[src/rtl/mips_op_codes_defines.sv]
// Shared MIPS opcode constants and PCSource encodings for the multicycle datapath.
// Consumers: pc_ir_fetch_unit, control_module.
package mips_op_codes_defines;

    localparam logic [5:0] RTYPE = 6'h00;
    localparam logic [5:0] J     = 6'h02;
    localparam logic [5:0] BEQ   = 6'h04;
    localparam logic [5:0] BNE   = 6'h05;
    localparam logic [5:0] LW    = 6'h23;
    localparam logic [5:0] SW    = 6'h2B;

    typedef enum logic [1:0] {
        PCSRC_ALU    = 2'b00,
        PCSRC_ALUOUT = 2'b01,
        PCSRC_JUMP   = 2'b10,
        PCSRC_HOLD   = 2'b11
    } pc_src_e;

endpackage

[src/rtl/en_reg.sv]
// 32-bit register with load enable and asynchronous active-low clear.
module en_reg (
    input  logic        clk,
    input  logic        rst,
    input  logic        i_en,
    input  logic [31:0] i_d,
    output logic [31:0] o_q
);

    always_ff @(posedge clk or negedge rst) begin
        if (!rst) begin
            o_q <= 32'h0;
        end else if (i_en) begin
            o_q <= i_d;
        end
    end

endmodule

[src/rtl/pc_ir_fetch_unit.sv]
// PC/IR/MDR/ALUOut register slice of a multicycle MIPS datapath with next-PC selection.
// Optional macro PC_BNE_EN inverts the branch condition for BNE.
module pc_ir_fetch_unit
    import mips_op_codes_defines::*;
(
    input  logic        clk,
    input  logic        rst,
    input  logic        IRWrite,
    input  logic        PCWrite,
    input  logic        PCWriteCond,
    input  logic        IorD,
    input  logic [1:0]  PCSource,
    input  logic [31:0] mem_rdata,
    input  logic [31:0] alu_result,
    input  logic        alu_zero,
    output logic [31:0] mem_addr,
    output logic [31:0] pc,
    output logic [31:0] instr,
    output logic [31:0] mdr,
    output logic [31:0] alu_out,
    output logic [5:0]  Op_code,
    output logic [4:0]  rs,
    output logic [4:0]  rt,
    output logic [4:0]  rd,
    output logic [5:0]  funct,
    output logic [31:0] imm_sext,
    output logic [31:0] jump_target
);

    logic        w_branch_taken;
    logic        w_pc_en;
    logic [31:0] w_pc_sel;
    logic [31:0] w_pc_next;
    logic [31:0] r_mdr;
    logic [31:0] r_alu_out;

    en_reg u_pc_reg (
        .clk  (clk),
        .rst  (rst),
        .i_en (w_pc_en),
        .i_d  (w_pc_next),
        .o_q  (pc)
    );

    en_reg u_ir_reg (
        .clk  (clk),
        .rst  (rst),
        .i_en (IRWrite),
        .i_d  (mem_rdata),
        .o_q  (instr)
    );

    always_ff @(posedge clk or negedge rst) begin
        if (!rst) begin
            r_mdr     <= 32'h0;
            r_alu_out <= 32'h0;
        end else begin
            r_mdr     <= mem_rdata;
            r_alu_out <= alu_result;
        end
    end

    assign mdr     = r_mdr;
    assign alu_out = r_alu_out;

    assign Op_code     = instr[31:26];
    assign rs          = instr[25:21];
    assign rt          = instr[20:16];
    assign rd          = instr[15:11];
    assign funct       = instr[5:0];
    assign imm_sext    = {{16{instr[15]}}, instr[15:0]};
    assign jump_target = {pc[31:28], instr[25:0], 2'b00};

    assign mem_addr = IorD ? r_alu_out : pc;

`ifdef PC_BNE_EN
    assign w_branch_taken = (Op_code == BNE) ? ~alu_zero : alu_zero;
`else
    assign w_branch_taken = alu_zero;
`endif

    // HOLD select suppresses the write entirely, so PCWrite cannot disturb the PC.
    assign w_pc_en = (PCWrite | (PCWriteCond & w_branch_taken)) &&
                     (PCSource != PCSRC_HOLD);

    always_comb begin
        w_pc_sel = pc;
        case (PCSource)
            PCSRC_ALU:    w_pc_sel = alu_result;
            PCSRC_ALUOUT: w_pc_sel = r_alu_out;
            PCSRC_JUMP:   w_pc_sel = jump_target;
            default:      w_pc_sel = pc;
        endcase
    end

    assign w_pc_next = {w_pc_sel[31:2], 2'b00};

endmodule

[config.mk]
export PLATFORM = sky130hd
export DESIGN_NAME = pc_ir_fetch_unit
export DESIGN_NICKNAME = d
export VERILOG_FILES = /design/src/rtl/mips_op_codes_defines.sv /design/src/rtl/en_reg.sv /design/src/rtl/pc_ir_fetch_unit.sv
export SDC_FILE = /design/constraint.sdc
export NUM_CORES = 1
export LEC_CHECK = 0
export ABC_AREA = 1
export CAP_MARGIN = 20
export CORE_MARGIN = 2
export CORE_UTILIZATION = 43
export CTS_CLUSTER_SIZE = 16
export DETAILED_ROUTE_END_ITERATION = 8
export HOLD_SLACK_MARGIN = 0.03
export PLACE_DENSITY = 0.82
export SETUP_SLACK_MARGIN = 0.05
export SLEW_MARGIN = 20
export SYNTH_ARGS = -nofsm -noshare
export SYNTH_HDL_FRONTEND = slang
export SYNTH_HIERARCHICAL = 1
export SYNTH_SLANG_ARGS = --single-unit
export TNS_END_PERCENT = 1
[constraint.sdc]
create_clock -name clk -period 2.23 [get_ports clk]
set_input_delay 0.446 -clock clk [delete_from_list [all_inputs] [get_ports clk]]
set_output_delay 0.446 -clock clk [all_outputs]
set_load 0.03 [all_outputs]
==> reports/summary.txt <==
status: complete, no violations
ys flop type: dfrtp_1
Final setup viols: 0
die footprint: 15500 um^2
Post-synth EDFFs: 0
synth warn: 6
dominant cells by area after synthesis: dfrtp_1, nand2_1, buf_4
Total Power: 7.97 mW
Via Count: 5474
CTS clk-pin slew, worst paths: 0.05 ns
clock skew: 0.00684 ns
async set-reset flop share out of synthesis: 1.00
drt via density: 4.87
post-synthesis average cell area: 8.90 um^2
critical path capture point type: output pin
cells along the critical path: clkdlybuf4s50_1
Hold Path Class: input port to flip-flop
crit path launch type: flip-flop
top-count cell post-synth: nand2_1
Finished Core Util: 0.651
antenna violations before repair: 0
Worst Hold End: alu_out[1]$_DFF_PN0_
DR iter-0 viols: 430
post-route ant nets: 0
Die X: 124 um
r2r endpoint: u_pc_reg/o_q[17]$_DFFE_PN0P_
area leader, netlist: dfrtp_1
wire per inst: 16.6 um
Total Wirelength: 18600 um
f_max: 465 MHz
fin cells: 1123
fin worst setup slack: 0.0799 ns
Tmin final: 2.15 ns
antenna fix cells: 0
pin count of the biggest net entering global routing: 83
combinational power share: 0.299
CTS tree: yes
first-pass GRT wire length: 28600 um
clock root buffer: clkbuf_16
leakage: 4.49 nW
vias in the first global route: 5075
sw frac: 0.335
top cell type's share of synthesized area: 0.513
clock tree buffer depth: 2
post-synthesis instance total: 701
gr usage total: 0.235
DR pass1 iterations: 5
worst-case reg-to-reg path depth: 5
Ports: 324
period utilization: 0.964
placed cell count: 1090
Switch Pwr: 2.67 mW
area grow syn2layout: 49.9%
PortBufs: 321
Slew headroom: 0.460
crit-path leading delay family: buffers and inverters
Worst path slowest cell: clkdlybuf4s50_1
synthesized area: 6240 um^2
pre-CTS setup slack: 0.256 ns
worst setup path class: flip-flop to output pin
Die Y: 124 um
Remaining DRCs: 0
Core Box Area: 14400 um^2
minimum hold slack: 0.471 ns
Clock H-tree levels: 4
worst-path maximum fanout: 5
Post-CTS Setup Repair Bufs: 0
Pins Over Slew Limit: 0
CTS Sinks: 128
Clock Latency Late Sink: 0.41 ns
commonest cells in the synthesized netlist: nand2_1, dfrtp_1, buf_4
WHS Path Cells: 1
Initial Util: 0.434
Final Net Count: 999
Critical Path Source: u_ir_reg/o_q[20]$_DFFE_PN0P_
proportion of layout cells with a drive suffix above 1: 0.121
FF-to-FF Start: u_ir_reg/o_q[15]$_DFFE_PN0P_
max_cap viols: 0
GPL Wtd Cong: 0.797
Slew @ Worst Pin: 0.809 ns
synth unique cells: 21
Clock Power Share: 0.351
dpl hpwl: 13200 um
Reg power frac: 0.350
worst path bufs/invs: 1
maximum VDD drop: 0.751 mV
RSZ-0062 raised after global routing: no
internal cell power: 5.30 mW
post-placement cell area: 8690 um^2
fin area: 9360 um^2
final count of hold timing violations: 0
total grt overflow: 0
Seq/Total Area, Yosys: 0.513
Cell Rows: 44
hold path startpoint: alu_result[1]
Setup TNS Final: 0 ns
WP data arrival: 1.70 ns
Synth Register Bits: 128
PD cells: 851 nW/um^2
number of buffers created by CTS: 17
Critical Path RT: 1.78 ns
reg2reg setup slack: 1.05 ns
slowest stage delay, CP: 0.74 ns
==> worst max-delay path by stage <==
stage | to | depth (start not counted)
floorplan | mem_addr[23] | 3
global placement | imm_sext[15] | 1
detailed placement | imm_sext[21] | 1
CTS | imm_sext[26] | 1
global route | instr[20] | 1
finish | instr[20] | 1
==> cell families (layout without fill, tap and decap cells) <==
| logic type | Yosys count | after routing | share of synthesized area |
|---|---|---|---|
| flip-flops | 128 | 128 | 0.513 |
| AND/OR/NAND/NOR | 365 | 365 | 0.255 |
| AO/OA/AOI/OAI | 37 | 37 | 0.0357 |
| other | 1 | 4 | 0.000601 |
| buffers and inverters | 170 | 405 | 0.195 |
==> cell type report <==
type | count | area (um^2)
Sequential cell | 128 | 3200
Timing Repair Buffer | 335 | 3320
Clock buffer | 23 | 508
Clock inverter | 9 | 104
Tap cell | 184 | 230
Multi-Input combinational cell | 406 | 1830
Fill cell | 1159 | 5010
Inverter | 38 | 160
==> layer usage <==
metal | wire [um] | track usage | up-vias
li1 | - | - | 2595
met1 | 7870 | 0.308 | 2613
met2 | 9160 | 0.379 | 248
met3 | 1330 | 0.0662 | 18
met4 | 261 | 0.0714 | 0
met5 | 0 | 0 | -
==> power by group through the flow <==
| stage | clock [mW] | combinational [mW] | sequential (mW) |
|---|---|---|---|
| final | 2.79 | 2.38 | 2.79 |
| after global routing | 2.96 | 2.50 | 2.82 |
| after CTS | 2.84 | 2.40 | 2.79 |
| after detailed placement | 0 | 2.39 | 2.83 |
| after global placement | 0 | 2.36 | 2.82 |
| after floorplan | 0 | 1.13 | 3.17 |
==> layout by cell type (no fill, tap or decap), drive strengths merged, types with 2 or more instances in the layout <==
cell type	Yosys	final
nand4	26	26
buf	124	49
inv	38	38
conb	1	4
nor2	2	2
dlymetal6s2s	0	19
bufinv	0	2
clkbuf	8	23
nand3	78	78
clkinvlp	0	2
o211ai	4	4
clkinv	0	5
o21ai	32	32
dfrtp	128	128
clkdlybuf4s50	0	265
nand2	259	259
==> flip-flops by register name, summed over array words and instances (netlist names) <==
signal / flops
mdr: 32
u_ir_reg/o_q: 32
u_pc_reg/o_q: 32
alu_out: 32
==> what timing repair did <==
item,4_1_cts,5_1_grt
endpoints found under the setup margin,20,19
resized for setup,2,19
hold endpoints to repair,46,0
hold buffers,1,0
Note: power is estimated with default switching activity, not from simulation.
